===== config.mk =====
export PLATFORM = sky130hd
export DESIGN_NAME = io_port_ctrl
export DESIGN_NICKNAME = d
export VERILOG_FILES = /design/src/rtl/io_port_ctrl.sv
export SDC_FILE = /design/constraint.sdc
export NUM_CORES = 1
export LEC_CHECK = 0
export ABC_AREA = 0
export CORE_MARGIN = 3
export CORE_UTILIZATION = 50
export CTS_BUF_LIST = sky130_fd_sc_hd__clkbuf_16
export DETAILED_ROUTE_END_ITERATION = 10
export DONT_BUFFER_PORTS = 1
export PLACE_DENSITY = 0.76
export RECOVER_POWER = 50
export SLEW_MARGIN = 25
export SYNTH_ARGS = -nofsm -noshare
export SYNTH_HDL_FRONTEND = slang
export SYNTH_SLANG_ARGS = --single-unit

===== constraint.sdc =====
create_clock -name clock -period 2.2 [get_ports clock]
set_input_delay 0.22 -clock clock [delete_from_list [all_inputs] [get_ports clock]]
set_output_delay 0.22 -clock clock [all_outputs]
set_load 0.02 [all_outputs]

===== src/rtl/io_port_ctrl.sv =====
`default_nettype none
// ============================================================================
// Module      : io_port_ctrl
// Description : Memory-mapped board I/O block. Synchronizes switches and keys,
//               debounces keys with sticky press events, and drives LEDs and
//               six seven-segment displays from CPU-writable registers.
// Revision    : 1.0 - initial release
// ============================================================================
module io_port_ctrl #(
   parameter int unsigned DEBOUNCE_CYCLES = 4
) (
   input  logic        clock,
   input  logic        resetn,
   input  logic [31:0] io_addr,
   input  logic [31:0] io_wdata,
   input  logic        io_we,
   output logic [31:0] io_rdata,
   input  logic [9:0]  sw,
   input  logic [3:1]  key,
   output logic [6:0]  hex5,
   output logic [6:0]  hex4,
   output logic [6:0]  hex3,
   output logic [6:0]  hex2,
   output logic [6:0]  hex1,
   output logic [6:0]  hex0,
   output logic [9:0]  led
);

   // Counter value on which the next differing cycle commits the new level
   localparam logic [15:0] C_DEB_LAST = 16'(DEBOUNCE_CYCLES - 1);

   localparam logic [2:0] C_OFS_SW    = 3'd0;
   localparam logic [2:0] C_OFS_KEY   = 3'd1;
   localparam logic [2:0] C_OFS_EVT   = 3'd2;
   localparam logic [2:0] C_OFS_LED   = 3'd3;
   localparam logic [2:0] C_OFS_HEX   = 3'd4;
   localparam logic [2:0] C_OFS_BLANK = 3'd5;

   logic [9:0]  r_sw_meta, r_sw_sync;
   logic [3:1]  r_key_meta, r_key_sync;
   logic [3:1]  r_stable;
   logic [15:0] r_cnt [3:1];
   logic [3:1]  r_evt;
   logic [9:0]  r_led;
   logic [23:0] r_hex;
   logic [5:0]  r_blank;

   logic [3:1]  w_pressed;
   logic [3:1]  w_diff;
   logic [3:1]  w_commit;
   logic [3:1]  w_rise;
   logic [3:1]  w_evt_clr;
   logic [2:0]  w_ofs;
   logic [6:0]  w_hex [6];

   assign w_ofs     = io_addr[4:2];
   assign w_pressed = ~r_key_sync;

   // Two-flop synchronizers; keys reset to the released (high) level
   always_ff @(posedge clock or negedge resetn) begin
      if (!resetn) begin
         r_sw_meta  <= '0;
         r_sw_sync  <= '0;
         r_key_meta <= '1;
         r_key_sync <= '1;
      end else begin
         r_sw_meta  <= sw;
         r_sw_sync  <= r_sw_meta;
         r_key_meta <= key;
         r_key_sync <= r_key_meta;
      end
   end

   // Per-key commit decision: the new level must differ for DEBOUNCE_CYCLES cycles
   always_comb begin
      w_diff   = '0;
      w_commit = '0;
      for (int k = 1; k <= 3; k++) begin
         w_diff[k]   = (w_pressed[k] != r_stable[k]);
         w_commit[k] = w_diff[k] && (r_cnt[k] == C_DEB_LAST);
      end
   end

   assign w_rise    = w_commit & w_pressed;
   assign w_evt_clr = (io_we && (w_ofs == C_OFS_EVT)) ? io_wdata[3:1] : 3'b000;

   // Debounce counters and stable pressed levels
   always_ff @(posedge clock or negedge resetn) begin
      if (!resetn) begin
         r_stable <= '0;
         for (int k = 1; k <= 3; k++) r_cnt[k] <= '0;
      end else begin
         for (int k = 1; k <= 3; k++) begin
            if (!w_diff[k]) begin
               r_cnt[k] <= '0;
            end else if (w_commit[k]) begin
               r_cnt[k]    <= '0;
               r_stable[k] <= w_pressed[k];
            end else begin
               r_cnt[k] <= r_cnt[k] + 16'd1;
            end
         end
      end
   end

   // Sticky press events; a new press wins over a simultaneous clear
   always_ff @(posedge clock or negedge resetn) begin
      if (!resetn) r_evt <= '0;
      else         r_evt <= (r_evt & ~w_evt_clr) | w_rise;
   end

   // CPU-writable output registers
   always_ff @(posedge clock or negedge resetn) begin
      if (!resetn) begin
         r_led   <= '0;
         r_hex   <= '0;
         r_blank <= '1;
      end else if (io_we) begin
         if (w_ofs == C_OFS_LED)   r_led   <= io_wdata[9:0];
         if (w_ofs == C_OFS_HEX)   r_hex   <= io_wdata[23:0];
         if (w_ofs == C_OFS_BLANK) r_blank <= io_wdata[5:0];
      end
   end

   // Combinational read mux; unmapped offsets and unused bits read as zero
   always_comb begin
      io_rdata = '0;
      case (w_ofs)
         C_OFS_SW:    io_rdata[9:0]  = r_sw_sync;
         C_OFS_KEY:   io_rdata[3:1]  = r_stable;
         C_OFS_EVT:   io_rdata[3:1]  = r_evt;
         C_OFS_LED:   io_rdata[9:0]  = r_led;
         C_OFS_HEX:   io_rdata[23:0] = r_hex;
         C_OFS_BLANK: io_rdata[5:0]  = r_blank;
         default:     io_rdata       = '0;
      endcase
   end

   // Active-low segment pattern, bit0 = a .. bit6 = g
   function automatic logic [6:0] seg_decode(input logic [3:0] d);
      case (d)
         4'h0: return 7'b1000000;
         4'h1: return 7'b1111001;
         4'h2: return 7'b0100100;
         4'h3: return 7'b0110000;
         4'h4: return 7'b0011001;
         4'h5: return 7'b0010010;
         4'h6: return 7'b0000010;
         4'h7: return 7'b1111000;
         4'h8: return 7'b0000000;
         4'h9: return 7'b0010000;
         4'hA: return 7'b0001000;
         4'hB: return 7'b0000011;
         4'hC: return 7'b1000110;
         4'hD: return 7'b0100001;
         4'hE: return 7'b0000110;
         default: return 7'b0001110;
      endcase
   endfunction

   for (genvar n = 0; n < 6; n++) begin : g_hex
      assign w_hex[n] = r_blank[n] ? 7'b1111111 : seg_decode(r_hex[4*n +: 4]);
   end

   assign hex0 = w_hex[0];
   assign hex1 = w_hex[1];
   assign hex2 = w_hex[2];
   assign hex3 = w_hex[3];
   assign hex4 = w_hex[4];
   assign hex5 = w_hex[5];
   assign led  = r_led;

endmodule
`default_nettype wire


==> Yosys cells after proc, flatten, opt, wreduce, memory -nomap -nowiden <==
Memories as Yosys holds them, arrays and structs flattened.
Cells that the tools add are included.
W data, S select, Z words.
{ "op_classes": {"add_sub_neg": 3, "eq_ne": 11, "muxes": 18, "bitwise": 5, "n_reduce_logical": 11} }
{ "ops": {"columns": ["operator", "count"], "rows": [
  ["$mux W16", 6],
  ["$add A16 B1 Y16 const B", 3],
  ["$eq A16 B2 Y1 const B", 3],
  ["$mux W7", 6],
  ["$pmux W3 S6", 1],
  ["$mux W14", 1],
  ["$pmux W4 S3", 1],
  ["$reduce_and A2 Y1", 6],
  ["$pmux W2 S4", 1],
  ["$and A3 B3 Y3", 2],
  ["$eq A3 B2 Y1 const B", 2],
  ["$eq A3 B3 Y1 const B", 2],
  ["$not A3 Y3", 2],
  ["$logic_and A1 B1 Y1", 4],
  ["$pmux W1 S4", 1],
  ["$eq A3 B1 Y1 const B", 1],
  ["$logic_not A3 Y1", 1],
  ["$mux W3", 1],
  ["$ne A1 B1 Y1", 3],
  ["$or A3 B3 Y3", 1]
]} }
{ "word_totals": {"ff_bits": 120, "romBits": 672, "inputBits": 80, "out_inout_bits": 84, "mem_count": 6} }
{ "mem_list": {"columns": ["name", "words", "word_bits", "read_ports", "rd_clocked_by_memory_dff", "write_ports", "line_no", "rtl"], "rows": [
  ["(name not given)", 16, 7, 1, 0, 0, "141", "case (d)"],
  ["(name not given)", 16, 7, 1, 0, 0, "141", null],
  ["(name not given)", 16, 7, 1, 0, 0, "141", null],
  ["(name not given)", 16, 7, 1, 0, 0, "141", null],
  ["(name not given)", 16, 7, 1, 0, 0, "141", null],
  ["(name not given)", 16, 7, 1, 0, 0, "141", null]
]} }

==> Depth between registers and ports, before layout <==
{ "depth": {"ltp_word": 6, "ltp_mapped": 7} }

==> Worst setup path after synthesis <==
OpenSTA, ideal clock, no wires.
{ "synth_path": {"path_type": "reg2out", "from": "register r_hex[20]", "to": "output hex5[1]", "arrival_ns": 1.682, "required_time_ns": 1.980, "path_slack_ns": 0.298, "path_stages_with_launch": 5, "n_path_buf": 0, "cell_sequence": "dfrtp_1 -> inv_1 -> ha_1 -> inv_1 -> o311ai_0"} }
{ "synth_via": {"elab_chain_cells": 2} }
{ "synth_rtl": {"columns": ["item", "line_no", "rtl"], "rows": [
  ["from (decl)", "45", "logic [23:0] r_hex;"],
  ["from (signal assigned)", "120", "if (w_ofs == C_OFS_HEX) r_hex <= io_wdata[23:0];"],
  ["$mem_v2 Z16 W7", null, null],
  ["$mux W7", "162", "assign w_hex[n] = r_blank[n] ? 7'b1111111 : seg_decode(r_hex[4*n +: 4]);"],
  ["to (decl)", "20", "output logic [6:0] hex5,"]
]} }
No other way between the ends.

==> Final worst setup path <==
{ "layout_path": {"from": "register r_hex[2]", "to": "output hex0[4]"} }
{ "layout_via": {"elab_chain_cells": 2} }
{ "layout_rtl": {"columns": ["item", "line_no", "rtl"], "rows": [
  ["$mem_v2 Z16 W7", null, null],
  ["$mux W7", "162", null],
  ["to (decl)", "25", "output logic [6:0] hex0,"]
]} }
No other way between the ends.

==> metrics.yaml <==
synth_edf_count: 0
num_antenna_cells: 0
start_kind: "flip-flop"
syn_area_um2: 6840
grt_pass1_wl_mm: 25.7
grt_pass1_vias: 5281
regToRegSetupSlack_ps: 360
core_um2: 13300
clock-root-buffer: "clkbuf_16"
hp-class: "input pin to async pin"
cts-htree-levels: 4
num-fill-cells: 1062
clock-sinks: 120
endpoint: "hex0[4]"
synth-main-ff-cell: "dfrtp_1"
finalClockSkew_ps: 5.21
dieArea_um2: 15100
cts_buffers: 17
ys_warn_count: 0
final_cell_mix: "dfrtp_1, nor2_1, nand2_1, o21ai_0, ha_1"
end_kind: "output pin"
clock_latency_ps: 420
cp.required_ps: 1980
synth_cells: 716
path_clk_slew_ps: 50
netlist.area_leader.share_pct: 39.5
power_mw: 8.42
synth-seq-cells: 120
drv_slew: 34
period_minus_slack_ps: 2170
ys_seq_area_share_pct: 44.2
p_switching_mw: 2.86
yosysUniqueCellTypes: 54
rows: 42
grt_usage_pct: 21.5
hold_ws_ps: -499
r2r_end: "r_cnt[43]"
power_frac_seq_pct: 36.7
start_util_pct: 51.4
p_sw_share_pct: 34.0
max_freq_mhz: 460
portBuffers: 0
grt_overflow: 0
drt-initial-drc-count: 361
drive_gt1_share_pct: 15.3
ir_worst_vdd_v: 0.000662
synth_top_cells_by_area: "dfrtp_1, ha_1, mux2_2"
nets: 885
r2r_cells: 5
max_slew.worst_pin.slew_ps: 1650
layout_commonest_cell: "dfrtp_1"
dp.final_hpwl_mm: 11.1
drt-total-wl_mm: 16.0
syn_avg_cell_area_um2: 9.55
crit_type: "flip-flop to output pin"
combPwrFrac_pct: 26.5
place_ws_ps: 332
tns_ps: 0
syn_to_final_growth_pct: 19.2
path_max_fanout: 11
cp.arrival_ps: 1950
route.detailed.drc: 0
synth-async-reset-ratio_pct: 100
die_h_um: 123
grt_start_max_net_pins: 121
fin_crit_sh_pct: 98.8
vias: 5438
setup_viol: 0
rsz0062_at_grt: "no"
setup_slack_ps: 26.1
worstSetupStartpoint: "r_hex[2]"
finalHoldViolCount: 120
clock_power_share_pct: 36.8
fin_util_pct: 61.3
die_x_um: 123
antenna_found_initial: 0
routedWlPerCell_um: 16.8
place.gp.congestion: 0.865
p_per_area_nw_per_um2: 1030
status: "finished with violations"
synth_top_area_cell: "dfrtp_1"
p_leak_nw: 3.53
cts_tree: "built"
drv_cap: 1
hold_buffers: 37
intPower_mw: 5.56
violations: "negative hold slack, max-capacitance violations, max-slew violations"
clockBufferDepth: 2
dr.pass1.iters: 7
r2r-start: "r_cnt[32]"
via_per_inst: 5.69
pin_count: 164
max_slew_margin_pct: -10.1
drtAntennaViolNets: 0
synthesized netlist by cell type, types with 3 or more instances:
cell and count:
a22oi_1 3, dfrtp_1 108, o21ai_0 45, buf_2 9, nor3_1 19, a311o_1 3
a21o_1 5, nand2b_1 7, or2_2 4, o21ai_1 5, nand4_1 15, a21oi_1 16
and2_1 16, buf_4 9, nor2b_1 7, xor2_1 10, nor4b_1 3, mux2i_1 14
and3_1 4, nand2_1 61, nor2_1 85, inv_1 26, a211o_1 16, a211oi_1 10
nor4_1 15, nand3_1 13, o21a_1 5, dfstp_2 12, mux2_2 30, xnor2_1 32
ha_1 39, clkbuf_1 27, a31oi_1 16
worst min-delay path by stage:
| stage | slack (ps) | from | cells after the start | to |
|---|---|---|---|---|
| 5_1_grt | -520 | resetn | 0 | r_cnt[21] |
| 4_1_cts | -520 | resetn | 0 | r_cnt[25] |
| 3_5_place_dp | -70 | resetn | 0 | r_cnt[24] |
| 3_3_place_gp | -70 | resetn | 0 | r_cnt[24] |
| 6_report | -500 | resetn | 0 | r_cnt[24] |
| 2_1_floorplan | -80 | resetn | 0 | led[0] |
power by group through the flow:
stage	sequential, mW	clock (mW)	combinational (mW)
6_report	3.09	3.10	2.23
5_1_grt	3.15	3.25	2.46
4_1_cts	3.08	3.14	2.22
3_5_place_dp	3.13	0	2.11
3_3_place_gp	3.09	0	2.04
2_1_floorplan	2.82	0	1.88
cell families (layout without fill, tap and decap cells):
logic type                 after synthesis  count (layout)  synth area share, %
muxes                                   45              45                 7.32
adders and majority gates               39              39                 7.14
DFF                                    120             120                 44.2
xor gates and xnor gates                42              42                 5.38
and+or+nand+nor                        264             264                 19.0
AOI/OAI and AO/OA                      132             132                 12.3
buffers and inverters                   73             129                 4.67
other                                    1               8               0.0549
stage by stage:
stage / std cells / cell area, µm²
after floorplan: 723 / 6860
after global placement: 882 / 7080
after detailed placement: 882 / 7080
after CTS: 954 / 8140
after global routing: 955 / 8150
final: 955 / 8150
cell type report:
class / instances / area [µm²] / share of cell area, %
inverters: 27 / 105 / 1.29
repair buffers: 70 / 614 / 7.54
clock buffers: 17 / 425 / 5.22
flip-flops and latches: 120 / 3020 / 37.1
clock inverters: 15 / 234 / 2.87
well taps: 176 / 220 / 2.70
multi-input cells: 530 / 3520 / 43.2
state kept, by name (all words and copies together), names as in the netlist:
register    flops
led            10
r_blank         6
r_cnt          48
r_evt           3
r_hex          24
r_key_meta      3
r_key_sync      3
r_stable        3
r_sw_meta      10
r_sw_sync      10
routing by layer:
layer	global-route usage, %	wire length [µm]	part of all wire (%)	vias up
li1	-	-	-	2575
met1	25.3	6480	40	2633
met2	36.1	7840	49	199
met3	7.50	1330	8.3	31
met4	8.61	394	2.5	0
met5	0	0	0	-
worst max-delay path, stage by stage (launching register included):
cell and delay (ps):
dfrtp_1 520, inv_1 230, mux2_2 360, o21ai_0 230, buf_4 200
repair_timing:
action                                  CTS  global route
pin swaps                                 0             2
buffers inserted                          3             1
endpoints found under the setup margin    4             8
resized for setup                         4             5
endpoints found under the hold margin   176           120
Note: power is estimated with default switching activity, not from simulation.
